--- config.mk ---
export PLATFORM = sky130hd
export DESIGN_NAME = fetch_unit
export DESIGN_NICKNAME = d
export VERILOG_FILES = /design/src/rtl/fetch_unit_pkg.sv /design/src/rtl/fetch_unit_pc_reg.sv /design/src/rtl/fetch_unit.sv
export SDC_FILE = /design/constraint.sdc
export NUM_CORES = 1
export LEC_CHECK = 0
export CORE_MARGIN = 2
export CORE_UTILIZATION = 46
export DETAILED_ROUTE_END_ITERATION = 10
export GPL_TIMING_DRIVEN = 0
export PLACE_DENSITY = 0.77
export SLEW_MARGIN = 20
export SYNTH_ARGS = -nofsm -noshare
export SYNTH_HDL_FRONTEND = slang
export SYNTH_HIERARCHICAL = 1
export SYNTH_SLANG_ARGS = --single-unit
export TNS_END_PERCENT = 1
--- constraint.sdc ---
create_clock -name i_clk -period 2.8 [get_ports i_clk]
set_clock_uncertainty 0.2 [all_clocks]
set_input_delay 0.7 -clock i_clk [delete_from_list [all_inputs] [get_ports i_clk]]
set_output_delay 0.7 -clock i_clk [all_outputs]
set_load 0.02 [all_outputs]
--- src/rtl/fetch_unit_pkg.sv ---
// Shared constants and types for the 16-bit pipeline instruction-fetch stage.
package fetch_unit_pkg;

    localparam int unsigned XLEN    = 16;
    localparam int unsigned OPC_MSB = 15;
    localparam int unsigned OPC_LSB = 12;

    localparam logic [XLEN-1:0] NOP             = 16'h0000;
    localparam logic [3:0]      HALT_OP_DEFAULT = 4'hF;

    // What the fetch stage does on the coming clock edge.
    typedef enum logic [1:0] {
        ActReset,
        ActRedirect,
        ActHold,
        ActAdvance
    } fetch_act_e;

    function automatic logic [3:0] opcode_of(input logic [XLEN-1:0] word);
        return word[OPC_MSB:OPC_LSB];
    endfunction

endpackage

--- src/rtl/fetch_unit_pc_reg.sv ---
// Program counter: synchronous reset, branch load, hold, or word increment (wraps mod 2^16).
module fetch_unit_pc_reg
    import fetch_unit_pkg::*;
#(
    parameter logic [XLEN-1:0] RESET_PC = 16'h0000
) (
    input  logic            i_clk,
    input  logic            i_rst,
    input  logic            i_load,
    input  logic [XLEN-1:0] i_load_pc,
    input  logic            i_hold,
    output logic [XLEN-1:0] o_pc
);

    logic [XLEN-1:0] r_pc;

    always_ff @(posedge i_clk) begin
        if (i_rst) begin
            r_pc <= RESET_PC;
        end else if (i_load) begin
            r_pc <= i_load_pc;
        end else if (!i_hold) begin
            r_pc <= r_pc + XLEN'(1);
        end
    end

    assign o_pc = r_pc;

endmodule

--- src/rtl/fetch_unit.sv ---
// Instruction-fetch stage: drives the PC to synchronous instruction memory and fills
// the IF/ID register, handling stall, branch redirect with squash, and HALT freeze.
module fetch_unit
    import fetch_unit_pkg::*;
#(
    parameter logic [XLEN-1:0] RESET_PC = 16'h0000,
    parameter logic [3:0]      HALT_OP  = HALT_OP_DEFAULT
) (
    input  logic            i_clk,
    input  logic            i_rst,
    input  logic            i_stall,
    input  logic            i_pc_src,
    input  logic [XLEN-1:0] i_branch_addr,
    output logic [XLEN-1:0] o_im_addr,
    output logic            o_im_rd,
    input  logic [XLEN-1:0] i_im_data,
    output logic [XLEN-1:0] o_instr,
    output logic [XLEN-1:0] o_pc_plus1,
    output logic            o_valid,
    output logic            o_halted
);

    fetch_act_e      w_act;
    logic [XLEN-1:0] w_pc;
    logic [XLEN-1:0] w_fetch_word;
    logic            w_halt_hit;
    logic            w_pc_load;
    logic            w_pc_hold;

    logic [XLEN-1:0] r_fetch_pc;
    logic            r_fetch_valid;
    logic [XLEN-1:0] r_skid_data;
    logic            r_skid_valid;
    logic [XLEN-1:0] r_instr;
    logic [XLEN-1:0] r_pc_plus1;
    logic            r_valid;
    logic            r_halted;

    always_comb begin
        w_act = ActAdvance;
        if (i_rst) begin
            w_act = ActReset;
        end else if (i_pc_src) begin
            w_act = ActRedirect;
        end else if (r_halted || i_stall) begin
            w_act = ActHold;
        end
    end

    // While stalled the memory re-reads the held PC, so the word for fetch_pc that
    // arrived on the first stall edge is parked here until the stall releases.
    assign w_fetch_word = r_skid_valid ? r_skid_data : i_im_data;

    assign w_halt_hit = (w_act == ActAdvance) && r_fetch_valid
                        && (opcode_of(w_fetch_word) == HALT_OP);
    assign w_pc_load  = (w_act == ActRedirect);
    assign w_pc_hold  = (w_act == ActHold) || w_halt_hit;

    fetch_unit_pc_reg #(
        .RESET_PC(RESET_PC)
    ) u_pc_reg (
        .i_clk    (i_clk),
        .i_rst    (i_rst),
        .i_load   (w_pc_load),
        .i_load_pc(i_branch_addr),
        .i_hold   (w_pc_hold),
        .o_pc     (w_pc)
    );

    always_ff @(posedge i_clk) begin
        if (i_rst) begin
            r_fetch_pc    <= RESET_PC;
            r_fetch_valid <= 1'b0;
            r_skid_data   <= NOP;
            r_skid_valid  <= 1'b0;
            r_instr       <= NOP;
            r_pc_plus1    <= '0;
            r_valid       <= 1'b0;
            r_halted      <= 1'b0;
        end else begin
            unique case (w_act)
                ActRedirect: begin
                    r_fetch_pc    <= w_pc;
                    r_fetch_valid <= 1'b0;
                    r_skid_valid  <= 1'b0;
                    r_instr       <= NOP;
                    r_pc_plus1    <= '0;
                    r_valid       <= 1'b0;
                    r_halted      <= 1'b0;
                end
                ActHold: begin
                    if (!r_halted && !r_skid_valid) begin
                        r_skid_data  <= i_im_data;
                        r_skid_valid <= 1'b1;
                    end
                end
                ActAdvance: begin
                    r_instr      <= w_fetch_word;
                    r_pc_plus1   <= r_fetch_pc + XLEN'(1);
                    r_valid      <= r_fetch_valid;
                    r_skid_valid <= 1'b0;
                    r_halted     <= w_halt_hit;
                    if (!w_halt_hit) begin
                        r_fetch_pc    <= w_pc;
                        r_fetch_valid <= 1'b1;
                    end
                end
                default: ;
            endcase
        end
    end

    assign o_im_addr  = w_pc;
    assign o_im_rd    = ~i_rst & ~r_halted;
    assign o_instr    = r_instr;
    assign o_pc_plus1 = r_pc_plus1;
    assign o_valid    = r_valid;
    assign o_halted   = r_halted;

endmodule
==> results of run 1 <==
==> cell type report <==
| class | count | share of cell area (%) |
|---|---|---|
| inverter | 7 | 0.502 |
| tap | 105 | 2.51 |
| clock buffer | 11 | 2.70 |
| multi-input combinational | 304 | 40.2 |
| buffer | 30 | 3.32 |
| timing repair buffer | 89 | 16.7 |
| clock inverter | 4 | 1.87 |
| sequential | 84 | 32.1 |
==> metal layers <==
layer / GRT usage (%) / part of all wire, % / wire length [um] / vias to the layer above
li1: - / - / - / 1770
met1: 30.0 / 44 / 4550 / 1770
met2: 36.6 / 49 / 5100 / 113
met3: 5.17 / 6.1 / 640 / 14
met4: 8.80 / 1.5 / 153 / 0
met5: 0 / 0 / 0 / -
==> worst max path at each step <==
| stage | from | end | slack [ps] | depth (start not counted) |
|---|---|---|---|---|
| final | i_im_data[12] | u_pc_reg/o_pc[13]$_SDFFE_PP0P_ | 100 | 9 |
| after floorplan | i_pc_src | u_pc_reg/o_pc[10]$_SDFFE_PP0P_ | 70 | 8 |
| after global routing | i_im_data[12] | u_pc_reg/o_pc[13]$_SDFFE_PP0P_ | -10 | 9 |
| after CTS | i_rst | o_im_rd | 1 | 6 |
| after global placement | i_rst | o_im_rd | -1210 | 6 |
| after detailed placement | i_rst | o_im_rd | -1250 | 6 |
==> repair_timing <==
item	CTS	global route
gates resized for setup	16	10
endpoints found under the setup margin	16	5
pin swaps	4	0
buffers inserted	4	0
==> critical path: cells and delay by family <==
| family | cells | cell delay, ps |
|---|---|---|
| compound gates | 2 | 740 |
| buf+inv | 2 | 630 |
| mux | 1 | 90 |
| simple gates | 4 | 570 |
==> sequential cells by signal (all words and copies together) (netlist names) <==
register,cells
o_instr,16
o_pc_plus1,16
r_fetch_pc,16
r_skid_data,16
u_pc_reg/o_pc,16
o_halted,1
o_valid,1
r_fetch_valid,1
r_skid_valid,1
==> Yosys cell counts, drive strengths merged, types with 3 or more instances <==
master | number | area (um^2)
clkbuf | 16 | 62.6
mux2 | 17 | 191
nand2 | 11 | 41.3
a311oi | 4 | 35.0
nor3 | 5 | 30.0
a21oi | 21 | 105
dfxtp | 84 | 1680
nor2 | 61 | 231
xnor2 | 7 | 61.3
nor2b | 9 | 63.8
a32o | 3 | 30.0
nand4 | 10 | 75.1
inv | 7 | 26.3
nand4b | 3 | 41.3
a2111oi | 5 | 47.6
o41a | 4 | 45.0
a211oi | 4 | 30.0
and3 | 6 | 37.5
mux2i | 17 | 170
and4 | 3 | 26.3
nand2b | 3 | 18.8
nor4 | 10 | 77.6
buf | 14 | 83.8
xor2 | 11 | 96.3
nand3 | 23 | 115
a22oi | 22 | 165
o21ai | 17 | 85.1
a22o | 8 | 70.1
==> power by group through the flow <==
stage | clock network [mW] | logic [mW] | registers [mW]
3_3_place_gp | 0 | 0.342 | 1.32
6_report | 1.03 | 0.364 | 1.29
2_1_floorplan | 0 | 0.172 | 1.33
3_5_place_dp | 0 | 0.350 | 1.32
4_1_cts | 1.05 | 0.359 | 1.29
5_1_grt | 1.10 | 0.392 | 1.30
==> logic make-up (layout without fill, tap and decap cells) <==
logic type	Yosys count	after routing	share of synthesized area, %
buf+inv	37	141	4.40
fa+ha+maj	2	2	0.638
flops	84	84	42.9
simple gates	151	151	20.6
mux	34	34	9.22
compound gates	99	99	18.2
xor+xnor	18	18	4.02
==> reports/qor.yml, run 1 <==
fill_cells: 700
synth_edf_count: 0
p_switching_mw: 0.656
synth_nets: 463
fp.dieW_um: 96.3
rrSetupSlack_ps: 370
clock_latency_ps: 350
io_pins: 87
syn-instance-count: 425
clock.fmax_ghz: 0.370
yosys_most_used_dff: "dfxtp_1"
htreeDepth: 3
yosysSeqAreaShare_pct: 42.9
io_buffers: 85
dp_hpwl_um: 7420
initial_core_util_pct: 47.5
finalSetupTns_ps: 0
antenna_found_initial: 0
hp-start: "o_pc_plus1[14]$_SDFFE_PP0P_"
holdPathStages: 1
fp-row-count: 33
hp-class: "flop to flop"
wl_um: 10400
crit_required_ps: 2840
switching_share_pct: 24.4
placed_area_um2: 4910
cts_tree: "done"
timing.hold.ws_ps: 279
cp.arrival_ps: 2740
pwr-share-comb_pct: 13.5
reg2reg_depth: 8
final_cell_mix: "dfxtp_1, clkdlybuf4s50_1, nor2_1"
finalSetupViolations: 0
period_needed_ps: 2700
dieHeight_um: 96.3
slew_viol_final: 0
synthToLayoutAreaGrowth_pct: 33.5
slowest_stage: "clkdlybuf4s50_1"
run_status: "finished, final reports clean"
r2r-start: "r_skid_valid$_SDFFE_PP0P_"
track_usage_pct: 22.9
grt_remaining_overflow: 0
fin_crit_sh_pct: 96.5
path_max_fanout: 10
fin_cells: 634
ys_seq_elements: 84
die-area_um2: 9280
power_leakage_nw: 1.90
dr.pass1.iters: 5
ir_drop_uv: 258
synthArstFlopShare_pct: 0
p_clk_share_pct: 38.4
internal_power_mw: 2.03
p_seq_share_pct: 48.1
ys_types: 51
syn_area_um2: 3920
yosysWarnings: 6
drv_cap: 0
cp-end-kind: "flop"
finalNetCount: 563
relSlewSlack_pct: 64.0
post-route-drc-count: 0
syn_avg_cell_area_um2: 9.22
cts_sinks: 84
max_stage_delay_ps: 450
multi_input_area_um2: 2100
cts_buffer_depth: 2
layout_commonest_cell: "dfxtp_1"
cts_root_buf: "clkbuf_8"
wire_per_inst_um: 16.5
fin_area_um2: 5230
layout-drive-gt1-share_pct: 13.8
numCtsBuffers: 9
diodes: 0
clk_pin_slew_worst_paths_ps: 80
grt_pass1_vias: 3461
timing.rr.end: "u_pc_reg/o_pc[13]$_SDFFE_PP0P_"
pre_cts_slack_ps: -1250
coreArea_um2: 8260
drt_iter0_drc: 215
fin_util_pct: 63.4
min_to: "o_pc_plus1[14]$_SDFFE_PP0P_"
via_count: 3667
via_per_inst: 5.78
finalHoldViolCount: 0
crit_chain: "clkdlybuf4s50_1 > nand4_1 > mux2i_1 > nand3_2 > nand2b_4 > nand4b_4 > buf_6 > o41a_1 > a2111oi_2"
fin_ws_ps: 99.0
ff_latch_area_um2: 1680
p_per_area_nw_per_um2: 514
start_kind: "primary input"
tightest_slew_ps: 540
hold_buffers: 0
critPathKind: "primary input to flop"
dp_cells: 615
grt_pass1_wl_um: 16400
gp_congestion: 0.845
ant_nets: 0
grt_max_degree: 14
power_mw: 2.69
(Power assumes the default switching activity.)
==> inputs of run 2 (changes only) <==
- CORE_MARGIN: 2 -> 4
- CORE_UTILIZATION: 46 -> 47
- CTS_BUF_LIST: not set -> sky130_fd_sc_hd__clkbuf_4 sky130_fd_sc_hd__clkbuf_8
- PLACE_DENSITY: 0.77 -> 0.78
- SYNTH_HIERARCHICAL: 1 -> not set
==> reports/qor.yml, run 2 <==
run_status: "finished, final reports clean"
slowest_stage: "dlygate4sd2_1"
cp.arrival_ps: 1820  # -920 ps
grt_max_degree: 15  # +1
postCtsSetupBuffers: 0  # -4
final_cell_mix: "clkdlybuf4s50_1, dfxtp_1, nor2_1"
clock_latency_ps: 350  # about the same
synth_compound_area_share_pct: 22.6  # +4.4 points
hp-class: "flop to flop"
synthToLayoutAreaGrowth_pct: 30.0
synth_top_family_by_area: "compound AO/OA/AOI/OAI gates"
internal_power_mw: 1.76  # -14%
p_seq_share_pct: 53.2  # +5.1 points
fin_cells: 667  # +5.2%
path_max_fanout: 10  # unchanged
clock.fmax_ghz: 0.368  # -0.58%
placed_area_um2: 4950  # +0.79%
rsz0062_at_grt: "false"
cts_sinks: 84  # unchanged
synth_nets: 499  # +7.8%
numCtsBuffers: 9  # unchanged
synthArstFlopShare_pct: 0  # unchanged
via_count: 3855  # +5.1%
syn_area_um2: 3950  # +0.86%
cts_buffer_depth: 2  # unchanged
fill_cells: 727  # +3.9%
critPathTopFamily: "buffers and inverters"
dieHeight_um: 99.7  # +3.5%
ir_drop_uv: 288  # +12%
finalSetupViolations: 0  # unchanged
critPathKind: "primary input to output pin"
p_switching_mw: 0.701  # +6.9%
yosysSeqAreaShare_pct: 42.5  # -0.37 points
gp_congestion: 0.962  # +14%
rrSetupSlack_ps: 550  # +180 ps
met2_usage_pct: 37.8  # +1.2 points
fp.dieW_um: 99.7  # +3.5%
crit_chain: "dlygate4sd2_1 > clkbuf_8 > clkbuf_4 > nor2_1 > dlygate4sd2_1"
multi_input_area_um2: 2100  # -0.36%
wire_per_inst_um: 16.7  # +1.3%
grt_util_met1_pct: 30.1  # +0.061 points
gr-max-usage-layer: "met2"
antenna_found_initial: 0  # unchanged
slew_viol_final: 0  # unchanged
yosys.area.top_type_share_pct: 42.5  # -0.37 points
synth_edf_count: 0  # unchanged
finalHoldViolCount: 0  # unchanged
ant_nets: 0  # unchanged
p_clk_share_pct: 31.1  # -7.3 points
period_needed_ps: 2720  # +15.7 ps
synth.area.mux_share_pct: 8.61  # -0.62 points
grt_remaining_overflow: 0  # unchanged
htreeDepth: 3  # unchanged
ys_types: 48  # -5.9%
post-route-drc-count: 0  # unchanged
initial_core_util_pct: 48.1  # +0.65 points
track_usage_pct: 22.8  # -0.044 points
pwr-share-comb_pct: 15.7  # +2.2 points
synthTopCellsByCount: "dfxtp_1, nor2_1, mux2i_1"
synthTopCellsByArea: "dfxtp_1, mux2i_1, nor2_1, a211oi_1, a21oi_1"
grt_util_met3_pct: 5.40  # +0.23 points
dp_cells: 652  # +6.0%
yosys_most_used_dff: "dfxtp_1"
ys_seq_elements: 84  # unchanged
fin_area_um2: 5140  # -1.8%
diodes: 0  # unchanged
syn-instance-count: 461  # +8.5%
cp-end-kind: "output pin"
drt_iter0_drc: 193  # -10%
fin_crit_sh_pct: 97.0  # +0.56 points
clk_pin_slew_worst_paths_ps: 80  # about the same
grt_pass1_wl_um: 18400  # +12%
cts_tree: "done"
crit_required_ps: 1900  # -940 ps
grt_pass1_vias: 3670  # +6.0%
max_stage_delay_ps: 330  # -120 ps
coreArea_um2: 8220  # -0.50%
via_per_inst: 5.78  # about the same
synth_xor_xnor_area_share_pct: 1.99  # -2.0 points
start_kind: "primary input"
synthAdderAreaFrac_pct: 0.633  # -0.0055 points
yosysWarnings: 0  # -6
die-area_um2: 9940  # +7.2%
yosys.area_share.simple_pct: 18.9  # -1.7 points
wl_um: 11100  # +6.6%
syn_avg_cell_area_um2: 8.58  # -7.0%
finalNetCount: 595  # +5.7%
relSlewSlack_pct: 54.9  # -9.1 points
synth_largest_area_cell: "dfxtp_1"
switching_share_pct: 28.5  # +4.1 points
ff_latch_area_um2: 1680  # unchanged
drv_cap: 0  # unchanged
cp_num_buf_inv: 4  # +2
io_buffers: 86  # +1.2%
fp-row-count: 33  # unchanged
cts_root_buf: "clkbuf_8"
io_pins: 87  # unchanged
p_per_area_nw_per_um2: 478  # -6.9%
dp_hpwl_um: 8320  # +12%
cpMostUsedCell: "dlygate4sd2_1"
layout-drive-gt1-share_pct: 6.05  # -7.7 points
power_leakage_nw: 1.74  # -8.4%
post-synth-top-count-cell: "dfxtp_1"
dr.pass1.iters: 4  # -1
tightest_slew_ps: 676  # +136 ps
run 2: cell types whose count changed after synthesis, moves of 9 or more:
cell	delta
nand2_1	+13
mux2_2	-17
o31ai_1	+12
a22oi_1	-19
nor4_1	-9
clkbuf_1	+18
mux2i_1	+17
a211oi_1	+22
run 2: worst paths after layout:
check / depth (start not counted) / end / from
worst max-delay path: 5 / o_im_rd / i_rst
worst min-delay path: 2 / o_valid$_SDFFE_PP0N_ / o_valid$_SDFFE_PP0N_
worst max register to register: 7 / u_pc_reg.o_pc[7]$_SDFFE_PP0P_ / o_halted$_SDFFE_PP0N_
worst min register to register: 2 / o_valid$_SDFFE_PP0N_ / o_valid$_SDFFE_PP0N_
run 2: metrics by stage:
| step | hold WS, ps | setup TNS, ps | power, mW | utilization (%) | worst slack [ps] |
|---|---|---|---|---|---|
| after floorplan | 260 | 0 | 1.53 | - | 500 |
| after global placement | 253 | -14310 | 1.71 | 60.2 | -802 |
| after detailed placement | 254 | -17830 | 1.72 | 60.2 | -823 |
| after CTS | 266 | 0 | 2.46 | 62.4 | 28.0 |
| after global routing | 280 | 0 | 2.57 | 62.6 | 12.2 |
| final | 263 | 0 | 2.46 | 62.6 | 83.2 |
run 2: layout make-up:
type                    instances  share of cell area, %
inverters                       7                  0.511
flip-flops and latches         84                   32.7
plain buffers                  40                   3.41
clock buffers                  10                   2.56
clock inverters                 6                  0.755
well taps                     105                   2.56
repair buffers                 86                   16.7
multi-input cells             329                   40.8
run 2: timing repair:
item,in CTS,in global routing
setup endpoints to repair,2,44
gates cloned,0,0
resized for setup,8,6
hold buffers,0,0
endpoints found under the hold margin,0,0
run 2: tightest hold or removal path: cells and delay by family, from the launching register on:
kind | cells | cell delay [ps]
DFF | 1 | 320
and+or+nand+nor | 1 | 50
AOI/OAI and AO/OA | 1 | 50
run 2: power groups by stage:
stage	clock network (mW)	logic, mW	registers, mW
6_report	0.765	0.386	1.31
5_1_grt	0.834	0.420	1.32
4_1_cts	0.773	0.386	1.31
3_5_place_dp	0	0.383	1.33
3_3_place_gp	0	0.376	1.33
2_1_floorplan	0	0.170	1.36
run 2: routing by layer:
layer  wire length, um  vias to the layer above  share of wire [%]
li1                  -                     1898                  -
met1              4870                     1807                 44
met2              5370                      141                 48
met3               788                        9                7.1
met4                90                        0               0.81
met5                 0                        -                  0
run 2: cells by family (layout without fill, tap and decap cells):
| logic type | count (synthesis) | in the layout |
|---|---|---|
| adders and majority gates | 2 | 2 |
| AOI/OAI and AO/OA | 133 | 133 |
| DFF | 84 | 84 |
| and+or+nand+nor | 151 | 151 |
| xor gates and xnor gates | 9 | 9 |
| buffers and inverters | 48 | 149 |
| muxes | 34 | 34 |
